===== src/rtl/adc_sample_framer_if.sv =====
// Sample-in / frame-out bundle for adc_sample_framer; slave is the framer,
// master is whoever feeds samples and consumes frames.
interface adc_sample_framer_if #(
   parameter int NUM_CH = 4,
   parameter int DATA_W = 16,
   parameter int DEPTH  = 8
);
   localparam int LVL_W = $clog2(DEPTH) + 1;

   logic [DATA_W-1:0]        sample_in;
   logic                     sample_valid;
   logic                     frame_start;
   logic [NUM_CH*DATA_W-1:0] frame_data;
   logic [15:0]              frame_seq;
   logic [31:0]              frame_ts;
   logic                     frame_valid;
   logic                     frame_ready;
   logic [LVL_W-1:0]         fifo_level;
   logic                     overflow;
   logic [15:0]              drop_count;
   logic [15:0]              short_count;

   modport master (
      output sample_in, sample_valid, frame_start, frame_ready,
      input  frame_data, frame_seq, frame_ts, frame_valid, fifo_level,
             overflow, drop_count, short_count
   );

   modport slave (
      input  sample_in, sample_valid, frame_start, frame_ready,
      output frame_data, frame_seq, frame_ts, frame_valid, fifo_level,
             overflow, drop_count, short_count
   );
endinterface


===== src/rtl/adc_sample_framer.sv =====
// Groups per-channel ADC samples into sequence-tagged frames buffered in a FWFT FIFO.
// Optional capture timestamps are enabled with ADC_FRAMER_TIMESTAMP_EN.
module adc_sample_framer #(
   parameter int NUM_CH = 4,
   parameter int DATA_W = 16,
   parameter int DEPTH  = 8
) (
   input logic                clk,
   input logic                rst,
   adc_sample_framer_if.slave bus
);
   localparam int CH_W    = $clog2(NUM_CH);
   localparam int AW      = $clog2(DEPTH);
   localparam int FRAME_W = NUM_CH * DATA_W;

   typedef enum logic {IDLE, FILL} state_t;

   state_t            state, state_nxt;
   logic [CH_W-1:0]   ch_idx, ch_nxt, wr_idx;
   logic              first_wr, slot_we, commit, short_evt;
   logic [DATA_W-1:0] slot [NUM_CH-1];
   logic [FRAME_W-1:0] commit_data;

   logic [AW:0]        wr_ptr, rd_ptr;
   logic               empty, full, pop, push, drop;
   logic [FRAME_W-1:0] data_mem [DEPTH];
   logic [15:0]        seq_mem  [DEPTH];
   logic [15:0]        seq_ctr, drop_cnt, short_cnt;
   logic               ovf;

   // A strobe coinciding with frame_start always lands in slot 0.
   assign first_wr = bus.sample_valid && (bus.frame_start || state == IDLE);

   always_ff @(posedge clk) begin
      if (!rst) begin
         state  <= IDLE;
         ch_idx <= '0;
      end else begin
         state  <= state_nxt;
         ch_idx <= ch_nxt;
      end
   end

   always_comb begin
      state_nxt = state;
      ch_nxt    = ch_idx;
      wr_idx    = ch_idx;
      slot_we   = 1'b0;
      commit    = 1'b0;
      short_evt = bus.frame_start && state == FILL;
      if (first_wr) begin
         wr_idx    = '0;
         slot_we   = 1'b1;
         state_nxt = FILL;
         ch_nxt    = CH_W'(1);
      end else if (bus.sample_valid) begin
         slot_we = 1'b1;
         if (ch_idx == CH_W'(NUM_CH - 1)) begin
            commit    = 1'b1;
            state_nxt = IDLE;
            ch_nxt    = '0;
         end else begin
            ch_nxt = ch_idx + CH_W'(1);
         end
      end else if (bus.frame_start) begin
         state_nxt = IDLE;
         ch_nxt    = '0;
      end
   end

   // The last channel is never stored; it goes straight into the FIFO entry.
   always_ff @(posedge clk) begin
      for (int unsigned i = 0; i < NUM_CH - 1; i++) begin
         if (slot_we && wr_idx == CH_W'(i)) slot[i] <= bus.sample_in;
      end
   end

   always_comb begin
      commit_data = '0;
      for (int unsigned i = 0; i < NUM_CH - 1; i++) begin
         commit_data[i*DATA_W +: DATA_W] = slot[i];
      end
      commit_data[(NUM_CH-1)*DATA_W +: DATA_W] = bus.sample_in;
   end

   assign empty = (wr_ptr == rd_ptr);
   assign full  = (wr_ptr[AW] != rd_ptr[AW]) && (wr_ptr[AW-1:0] == rd_ptr[AW-1:0]);
   assign pop   = !empty && bus.frame_ready;
   assign push  = commit && (!full || pop);
   assign drop  = commit && full && !pop;

   always_ff @(posedge clk) begin
      if (push) begin
         data_mem[wr_ptr[AW-1:0]] <= commit_data;
         seq_mem[wr_ptr[AW-1:0]]  <= seq_ctr;
      end
   end

   always_ff @(posedge clk) begin
      if (!rst) begin
         wr_ptr    <= '0;
         rd_ptr    <= '0;
         seq_ctr   <= '0;
         drop_cnt  <= '0;
         short_cnt <= '0;
         ovf       <= 1'b0;
      end else begin
         if (push) wr_ptr <= wr_ptr + 1'b1;
         if (pop)  rd_ptr <= rd_ptr + 1'b1;
         if (commit) seq_ctr <= seq_ctr + 16'd1;
         if (drop) begin
            ovf <= 1'b1;
            if (drop_cnt != '1) drop_cnt <= drop_cnt + 16'd1;
         end
         if (short_evt && short_cnt != '1) short_cnt <= short_cnt + 16'd1;
      end
   end

   assign bus.frame_valid = !empty;
   assign bus.frame_data  = empty ? '0 : data_mem[rd_ptr[AW-1:0]];
   assign bus.frame_seq   = empty ? '0 : seq_mem[rd_ptr[AW-1:0]];
   assign bus.fifo_level  = wr_ptr - rd_ptr;
   assign bus.overflow    = ovf;
   assign bus.drop_count  = drop_cnt;
   assign bus.short_count = short_cnt;

`ifdef ADC_FRAMER_TIMESTAMP_EN
   logic [31:0] ts_ctr, ts_hold;
   logic [31:0] ts_mem [DEPTH];

   always_ff @(posedge clk) begin
      if (!rst) begin
         ts_ctr  <= '0;
         ts_hold <= '0;
      end else begin
         ts_ctr <= ts_ctr + 32'd1;
         if (first_wr) ts_hold <= ts_ctr;
      end
   end

   always_ff @(posedge clk) begin
      if (push) ts_mem[wr_ptr[AW-1:0]] <= ts_hold;
   end

   assign bus.frame_ts = empty ? '0 : ts_mem[rd_ptr[AW-1:0]];
`else
   assign bus.frame_ts = '0;
`endif
endmodule

===== src/flat_wrapper.sv =====
// flat-port wrapper written by rule: the top's interface ports become plain ports
module adc_sample_framer_flat 
#(
   parameter int NUM_CH = 4,
   parameter int DATA_W = 16,
   parameter int DEPTH  = 8
)
  (clk, rst, bus_sample_in, bus_sample_valid, bus_frame_start, bus_frame_ready, bus_frame_data, bus_frame_seq, bus_frame_ts, bus_frame_valid, bus_fifo_level, bus_overflow, bus_drop_count, bus_short_count);
  adc_sample_framer_if #(.NUM_CH(NUM_CH), .DATA_W(DATA_W), .DEPTH(DEPTH)) bus_i ();
  input logic clk;
  input logic rst;
  input wire logic [$bits(bus_i.sample_in)-1:0] bus_sample_in;
  input wire logic [$bits(bus_i.sample_valid)-1:0] bus_sample_valid;
  input wire logic [$bits(bus_i.frame_start)-1:0] bus_frame_start;
  input wire logic [$bits(bus_i.frame_ready)-1:0] bus_frame_ready;
  output wire logic [$bits(bus_i.frame_data)-1:0] bus_frame_data;
  output wire logic [$bits(bus_i.frame_seq)-1:0] bus_frame_seq;
  output wire logic [$bits(bus_i.frame_ts)-1:0] bus_frame_ts;
  output wire logic [$bits(bus_i.frame_valid)-1:0] bus_frame_valid;
  output wire logic [$bits(bus_i.fifo_level)-1:0] bus_fifo_level;
  output wire logic [$bits(bus_i.overflow)-1:0] bus_overflow;
  output wire logic [$bits(bus_i.drop_count)-1:0] bus_drop_count;
  output wire logic [$bits(bus_i.short_count)-1:0] bus_short_count;
  assign bus_i.sample_in = bus_sample_in;
  assign bus_i.sample_valid = bus_sample_valid;
  assign bus_i.frame_start = bus_frame_start;
  assign bus_i.frame_ready = bus_frame_ready;
  assign bus_frame_data = bus_i.frame_data;
  assign bus_frame_seq = bus_i.frame_seq;
  assign bus_frame_ts = bus_i.frame_ts;
  assign bus_frame_valid = bus_i.frame_valid;
  assign bus_fifo_level = bus_i.fifo_level;
  assign bus_overflow = bus_i.overflow;
  assign bus_drop_count = bus_i.drop_count;
  assign bus_short_count = bus_i.short_count;
  adc_sample_framer #(.NUM_CH(NUM_CH), .DATA_W(DATA_W), .DEPTH(DEPTH)) u_core (.clk(clk), .rst(rst), .bus(bus_i));
endmodule

===== config.mk =====
export PLATFORM = sky130hd
export DESIGN_NAME = adc_sample_framer_flat
export DESIGN_NICKNAME = d
export VERILOG_FILES = /design/src/rtl/adc_sample_framer_if.sv /design/src/rtl/adc_sample_framer.sv /design/src/flat_wrapper.sv
export SDC_FILE = /design/constraint.sdc
export NUM_CORES = 1
export LEC_CHECK = 0
export CORE_MARGIN = 2
export CORE_UTILIZATION = 40
export CTS_BUF_LIST = sky130_fd_sc_hd__clkbuf_16
export CTS_CLUSTER_DIAMETER = 50
export DETAILED_ROUTE_END_ITERATION = 7
export PLACE_DENSITY = 0.57
export RECOVER_POWER = 100
export SETUP_SLACK_MARGIN = 0.2
export SLEW_MARGIN = 20
export SYNTH_ARGS = -nofsm -noshare
export SYNTH_HDL_FRONTEND = slang
export SYNTH_SLANG_ARGS = --single-unit

===== constraint.sdc =====
create_clock -name clk -period 9.35 [get_ports clk]
set_input_delay 0.935 -clock clk [delete_from_list [all_inputs] [get_ports clk]]
set_output_delay 0.935 -clock clk [all_outputs]
set_load 0.1 [all_outputs]

==> results of run 1 <==
-- registers in the layout, summed over array words and instances, names as in the netlist, 2 cells and up, named ones only --
| signal | cells |
|---|---|
| u_core.slot | 48 |
| u_core.ch_idx | 2 |
| u_core.wr_ptr | 4 |
| u_core.rd_ptr | 4 |
| u_core.bus.short_count | 16 |
| u_core.data_mem | 512 |
| u_core.seq_ctr | 16 |
| u_core.seq_mem | 128 |
| u_core.bus.drop_count | 16 |
-- routing by layer --
metal	vias to the layer above	share of wire, %
met2	375	49
met3	92	5.2
met1	7543	44
li1	6282	-
met4	0	1.9
met5	-	0
-- final timing paths --
path	from	to	slack, ps	cells after the start
min reg2reg	u_core.bus.short_count[15]	u_core.bus.short_count[15]	480	2
max	register	bus_frame_data[60]	2330	4
min	u_core.bus.short_count[15]	u_core.bus.short_count[15]	480	2
max reg2reg	u_core.ch_idx[0]	u_core.data_mem[2][41]	3170	6
-- stage by stage --
stage          power [mW]  instances  instance area (µm²)
6_report             6.89       2679                34100
5_1_grt              7.07       2678                34100
4_1_cts              6.95       2677                34100
3_5_place_dp         3.83       2525                31500
3_3_place_gp         3.83       2525                31500
2_1_floorplan        3.80       1510                29200
-- area by class of cell --
class | instances | area (µm²) | share of cell area, %
repair buffers | 165 | 1560 | 4.57
well taps | 950 | 1190 | 3.49
clock buffers | 84 | 2100 | 6.17
flip-flops and latches | 751 | 21900 | 64.3
clock inverters | 68 | 532 | 1.56
diodes | 1 | 2.50 | 0.00734
multi-input cells | 645 | 6720 | 19.7
inverters | 15 | 56.3 | 0.165
-- cells by family after synthesis --
logic type / Yosys count / share of synthesized area [%]
DFF: 751 / 75.5
and+or+nand+nor: 264 / 4.45
muxes: 255 / 15.7
buffers and inverters: 114 / 1.96
AOI/OAI and AO/OA: 67 / 1.43
xor gates and xnor gates: 17 / 0.513
adders and majority gates: 10 / 0.457
other: 1 / 0.0129
-- report_power, final --
group	switching [mW]	internal, mW
sequential	0.0101	3.64
clock	1.32	1.81
combinational	0.0929	0.00996
total	1.42	5.46
-- synth_stat cells, types with 2 or more instances --
library cell	count
nor2_1	111
inv_1	14
and4_1	2
buf_4	32
nand4_1	13
o311a_1	2
a31o_2	2
and3_1	9
dfxtp_1	63
or3_1	13
and2_1	2
or4_1	9
a31oi_1	3
o21ai_0	17
o211ai_1	4
nor3b_1	4
o31ai_1	7
nand2_1	37
edfxtp_1	688
buf_1	19
nand2b_1	13
mux4_2	160
nand3b_1	2
a21oi_1	23
nor4_1	9
clkbuf_1	37
ha_1	9
nand3_1	17
xnor2_1	9
buf_2	10
xor2_1	8
nor3_1	14
mux2i_1	95
-- worst max-delay path, stage by stage, from the launching register on --
cell           delay [ps]
dfxtp_1              2620
buf_4                1020
mux2i_1               390
nor2_1                180
dlygate4sd3_1        1220
==> run summary, run 1 <==
Starting Density - 40.5%
CP Data Required Time - 8420 ps
hold slack - 485 ps
first drt pass iteration count - 5
post-synthesis instance total - 1479
Setup WS pre-CTS - 4620 ps
Final Hold Fails - 0
number of flops mapped to enable cells by yosys - 688
relative slew slack - -154%
commonest cells after routing, fill and taps aside - edfxtp_1, mux4_2, dlygate4sd3_1, nor2_1, mux2i_1
H-tree depth - 3
library cells used by synthesis - 55
worst-margin pin slew - 3820 ps
final worst path period need - 7020 ps
die width - 273 µm
IO Pins - 171
Max Slew Vio Count - 412
post-synth top area cell - edfxtp_1
Core Area - 71700 µm²
Post-Syn Area - 29000 µm²
Total Routing Usage GR - 17.2%
Arr. time, crit path - 6090 ps
Fin Clk Skew - 25.3 ps
area grow syn2layout - 17.4%
Critical Setup Path Class - register to output port
Mapped Avg Cell Area - 19.6 µm²
Post-synth top flop - edfxtp_1
Skew-Pair Late Insertion Delay - 630 ps
Synth area leaders - edfxtp_1, mux4_2, dfxtp_1
violated checks - capacitance limit, slew limit
PwrDens - 202 nW/µm²
Layout Utilization - 47.5%
Fmax achieved - 0.142 GHz
Crit. End Element - output port
outcome - finished with violations
setup violators final - 0
post-CTS setup buffers - 0
share of layout cells above drive strength 1 - 17.9%
max-cap violation count - 13
Vias - 14300
met3 usage - 3.23%
GPL Wtd Cong - 0.741
number of cell rows - 98
global route total overflow - 0
Synth warnings - 0
antenna violations before repair - 6
hold buffers post-CTS - 0
CTS sink cnt - 751
final worst slack - 2330 ps
Startpoint Class - register
DRC viols - 0
commonest non-fill, non-tap cell in the layout - edfxtp_1
final worst path period share - 75.1%
# nets final - 1692
setup TNS - 0 ps
Seq cells post-synth - 751
vias per cell - 5.33
DRT iter0 DRCs - 1150
gr busiest metal - met2
post-CTS sizing - 0
Inserted Clock Buffers - 83
I/O Buffers - 138
# fillers - 5973
DIE HEIGHT - 273 µm
M1 GR Usage - 23.7%
CTS tree - done
HPWL after detailed placement - 33800 µm
final wirelength - 63800 µm
FFs w/ async S/R, synth - 0%
Die ar. - 74800 µm²
clock slew at reported path FFs - 60 ps
Seq/Total Area, Yosys - 75.5%
global-route wire length before repair - 94500 µm
Synth top area share - 71.2%
met2 Use GR - 28.3%
largest net degree at the start of global routing - 113
CTS root buffer - clkbuf_16
RSZ-0062 raised after global routing - false
CTS max path bufs - 3
WL per Instance - 23.8 µm
antenna-violating nets left - 0
worst hold path type - register to register
Leak - 10.8 nW
crit path max fanout - 41
maximum VDD drop - 0.118 mV
vias in the first global route - 14700
(Power assumes the default switching activity.)
==> run 2: changes to the inputs <==
clock period = 6.7 ns   (was 9.35 ns; I/O delays follow)
==> run summary, run 2 (synthesis results as in run 1) <==
vias in the first global route - 14900
Fmax achieved - 0.192 GHz
Startpoint Class - input pin
maximum VDD drop - 0.219 mV
area occupied by multi-input gates - 6690 µm²
Setup WS pre-CTS - 2530 ps
worst hold path type - register to register
PwrDens - 281 nW/µm²
relative slew slack - -101%
CTS sink cnt - 751
Total Routing Usage GR - 17.1%
H-tree depth - 3
post-CTS sizing - 0
hold buffers post-CTS - 0
share of layout cells above drive strength 1 - 18.3%
die width - 273 µm
RSZ-0062 raised after global routing - false
commonest cells after routing, fill and taps aside - edfxtp_1, mux4_2, dlygate4sd3_1, nor2_1, mux2i_1
violated checks - capacitance limit, slew limit
final wirelength - 62800 µm
antenna-violating nets left - 0
Final Hold Fails - 0
DRC viols - 0
GPL Wtd Cong - 0.764
number of cell rows - 98
Starting Density - 40.5%
area grow syn2layout - 17.5%
Die ar. - 74800 µm²
global route total overflow - 0
setup violators final - 0
final worst path period share - 77.6%
Max Slew Vio Count - 583
CP Data Required Time - 6880 ps
worst-margin pin slew - 3020 ps
R2R setup slack - 1620 ps
WL per Instance - 23.4 µm
Crit. End Element - register
CTS max path bufs - 3
max FFs per register - 512
outcome - finished with violations
Fin Clk Skew - 19.9 ps
# fillers - 5942
HPWL after detailed placement - 33600 µm
final worst path period need - 5200 ps
vias per cell - 5.28
Vias - 14200
final worst slack - 1500 ps
global-route wire length before repair - 94100 µm
I/O Buffers - 138
register area - 21900 µm²
DIE HEIGHT - 273 µm
CTS root buffer - clkbuf_16
max-cap violation count - 12
Core Area - 71700 µm²
setup TNS - 0 ps
# nets final - 1693
crit path max fanout - 70
commonest non-fill, non-tap cell in the layout - edfxtp_1
Inserted Clock Buffers - 83
IO Pins - 171
antenna violations before repair - 3
clock slew at reported path FFs - 60 ps
post-CTS setup buffers - 0
DRT iter0 DRCs - 1143
first drt pass iteration count - 5
Arr. time, crit path - 5380 ps
Critical Setup Path Class - input pin to register
Leak - 10.9 nW
CTS tree - done
Skew-Pair Late Insertion Delay - 620 ps
largest net degree at the start of global routing - 81
-- run 2: cell count changes in the layout (fill, tap and decap cells not counted), sizes merged --
cell,delta
clkinv,-5
dlygate4sd3,+2
buf,+1
inv,+2
clkdlybuf4s50,-2
diode,+2
clkinvlp,+1
-- run 2: through the flow --
step | utilization, % | total power, mW | std cells | area [µm²] | hold WS [ps]
4_1_cts | 47.8 | 9.70 | 2677 | 34300 | 503
3_3_place_gp | 44.1 | 5.34 | 2526 | 31600 | 479
6_report | 47.6 | 9.60 | 2680 | 34100 | 495
5_1_grt | 47.6 | 9.89 | 2677 | 34100 | 536
3_5_place_dp | 44.1 | 5.34 | 2527 | 31600 | 488
2_1_floorplan | - | 5.30 | 1510 | 29200 | 467
-- run 2: power breakdown --
part | total [mW] | switching, mW | internal, mW | leakage (nW)
logic | 0.142 | 0.128 | 0.0141 | 2.75
registers | 5.10 | 0.0144 | 5.08 | 6.75
clock network | 4.37 | 1.83 | 2.54 | 1.36
total | 9.60 | 1.97 | 7.63 | 10.9
-- run 2: layer usage --
| metal | part of all wire, % | vias up | global-route usage [%] |
|---|---|---|---|
| met3 | 5.1 | 86 | 3.22 |
| met2 | 51 | 348 | 29.0 |
| li1 | - | 6286 | - |
| met4 | 2.1 | 2 | 4.24 |
| met5 | 0.011 | - | 0 |
| met1 | 42 | 7439 | 22.7 |
-- run 2: worst paths after layout --
check	endpoint	startpoint	cells past startpoint
max	u_core.data_mem[2][55]	bus_frame_start	6
min	u_core.bus.drop_count[10]	u_core.bus.drop_count[10]	2
max reg2reg	u_core.data_mem[2][55]	u_core.rd_ptr[1]	7
min reg2reg	u_core.bus.drop_count[10]	u_core.bus.drop_count[10]	2
-- run 2: layout make-up --
type | count | area share, %
tap | 950 | 3.48
multi-input combinational | 645 | 19.6
sequential | 751 | 64.3
inverter | 15 | 0.165
timing repair buffer | 166 | 4.71
clock buffer | 84 | 6.16
antenna | 3 | 0.0220
clock inverter | 66 | 1.62
-- run 2: worst max-delay path, cell delays in order --
cell and delay (ps):
dlygate4sd3_1 660, and4b_1 450, o21ai_0 210, nand2b_1 360, nor2_1 1110, clkbuf_2 1820
==> run 3: changes to the inputs <==
clock period = 5.4 ns   (was 6.7 ns; I/O delays follow)
==> run summary, run 3 (synthesis results as in run 1) <==
hold buffers post-CTS - 0
post-CTS sizing - 0
H-tree depth - 3
commonest cells after routing, fill and taps aside - edfxtp_1, mux4_2, dlygate4sd3_1, nor2_1, mux2i_1
# fillers - 5971
worst hold path type - register to register
Inserted Clock Buffers - 87
Post-Layout Inst Area - 34500 µm²
CP Data Required Time - 5570 ps
Fin Clk Skew - 24.4 ps
Starting Density - 40.5%
PwrDens - 358 nW/µm²
DIE HEIGHT - 273 µm
met3 usage - 3.35%
register area - 21900 µm²
max FFs per register - 512
Crit. End Element - register
hold slack - 497 ps
setup TNS - 0 ps
Area after DPL - 31800 µm²
CTS max path bufs - 3
Arr. time, crit path - 4740 ps
FF-to-FF Start - u_core.ch_idx[0]
Fmax achieved - 0.219 GHz
Core Area - 71700 µm²
area grow syn2layout - 18.9%
Critical Setup Path Class - register to register
setup violators final - 0
crit path max fanout - 79
I/O Buffers - 138
gr busiest metal - met2
global-route wire length before repair - 94600 µm
reg2reg end - u_core.data_mem[0][38]
max-cap violation count - 15
final worst path period need - 4570 ps
Vias - 14300
Max Slew Vio Count - 562
R2R depth - 6
# nets final - 1708
CTS root buffer - clkbuf_16
Final Hold Fails - 0
GPL Wtd Cong - 0.760
Leak - 11.1 nW
Layout Utilization - 48.1%
relative slew slack - -94.0%
vias in the first global route - 15100
maximum VDD drop - 0.230 mV
Total Routing Usage GR - 17.1%
final worst slack - 826 ps
hold_sp - u_core.bus.overflow
global route total overflow - 0
number of cell rows - 98
antenna violations before repair - 2
number of diodes - 0
hold endpoint - u_core.bus.overflow
first drt pass iteration count - 5
DRC viols - 0
antenna-violating nets left - 0
violated checks - capacitance limit, slew limit
final wirelength - 63300 µm
Hold Path Depth - 2
WL per Instance - 23.5 µm
IO Pins - 171
M1 GR Usage - 22.8%
die width - 273 µm
post-CTS setup buffers - 0
R2R setup slack - 830 ps
clock slew at reported path FFs - 50 ps
vias per cell - 5.31
Skew-Pair Late Insertion Delay - 630 ps
HPWL after detailed placement - 34500 µm
CTS sink cnt - 751
largest net degree at the start of global routing - 82
final worst path period share - 84.7%
met2 Use GR - 29.0%
commonest non-fill, non-tap cell in the layout - edfxtp_1
CTS tree - done
share of layout cells above drive strength 1 - 19.2%
worst-margin pin slew - 2910 ps
area occupied by multi-input gates - 6690 µm²
Die ar. - 74800 µm²
Setup WS pre-CTS - 1510 ps
RSZ-0062 raised after global routing - false
outcome - finished with violations
DRT iter0 DRCs - 1263
Startpoint Class - register
-- run 3: changes by cell type in the layout (fill, tap and decap cells not counted), sizes merged --
| cell | previous run | this run |
|---|---|---|
| clkinvlp | 5 | 4 |
| buf | 16 | 24 |
| inv | 39 | 36 |
| clkdlybuf4s50 | 5 | 2 |
| diode | 3 | 0 |
| bufinv | 6 | 10 |
| clkbuf | 97 | 104 |
| dlygate4sd3 | 132 | 136 |
| clkinv | 31 | 34 |
-- run 3: where the power goes --
| part | leakage [nW] | switching [mW] | internal (mW) |
|---|---|---|---|
| Clock | 1.46 | 2.34 | 3.51 |
| Combinational | 2.84 | 0.157 | 0.0175 |
| Sequential | 6.80 | 0.0175 | 6.30 |
-- run 3: worst max path at each step --
stage,start,endpoint,slack [ps],cells past startpoint
final,u_core.ch_idx[0],u_core.data_mem[0][38],830,6
after global routing,u_core.ch_idx[0],u_core.seq_mem[0][11],410,6
after CTS,register,bus_frame_data[27],840,5
after detailed placement,register,bus_frame_data[27],1510,5
after global placement,register,bus_frame_data[29],1520,5
after floorplan,bus_sample_valid,u_core.data_mem[2][0],7,6
-- run 3: final cells by class --
| cell class | count | area share, % |
|---|---|---|
| Clock buffer | 89 | 6.45 |
| Clock inverter | 69 | 2.02 |
| Inverter | 15 | 0.163 |
| Multi-Input combinational cell | 645 | 19.4 |
| Sequential cell | 751 | 63.5 |
| Tap cell | 950 | 3.44 |
| Timing Repair Buffer | 177 | 5.00 |
-- run 3: critical path, cell delays in order (launching register included) --
cell and delay (ps):
dfxtp_1 420, ha_1 280, and4b_1 380, o21ai_0 210
nand2b_1 340, nor3_1 330, clkbuf_2 2110
-- run 3: metrics by stage --
stage / total power [mW] / instances
finish: 12.3 / 2696
CTS: 12.5 / 2696
global placement: 6.62 / 2538
detailed placement: 6.62 / 2538
global route: 12.7 / 2696
floorplan: 6.58 / 1510
-- run 3: routing by layer --
layer,up-vias,wire length (µm)
met4,2,1030
met1,7553,27200
met3,92,3030
met5,-,10
met2,341,31900
li1,6328,-
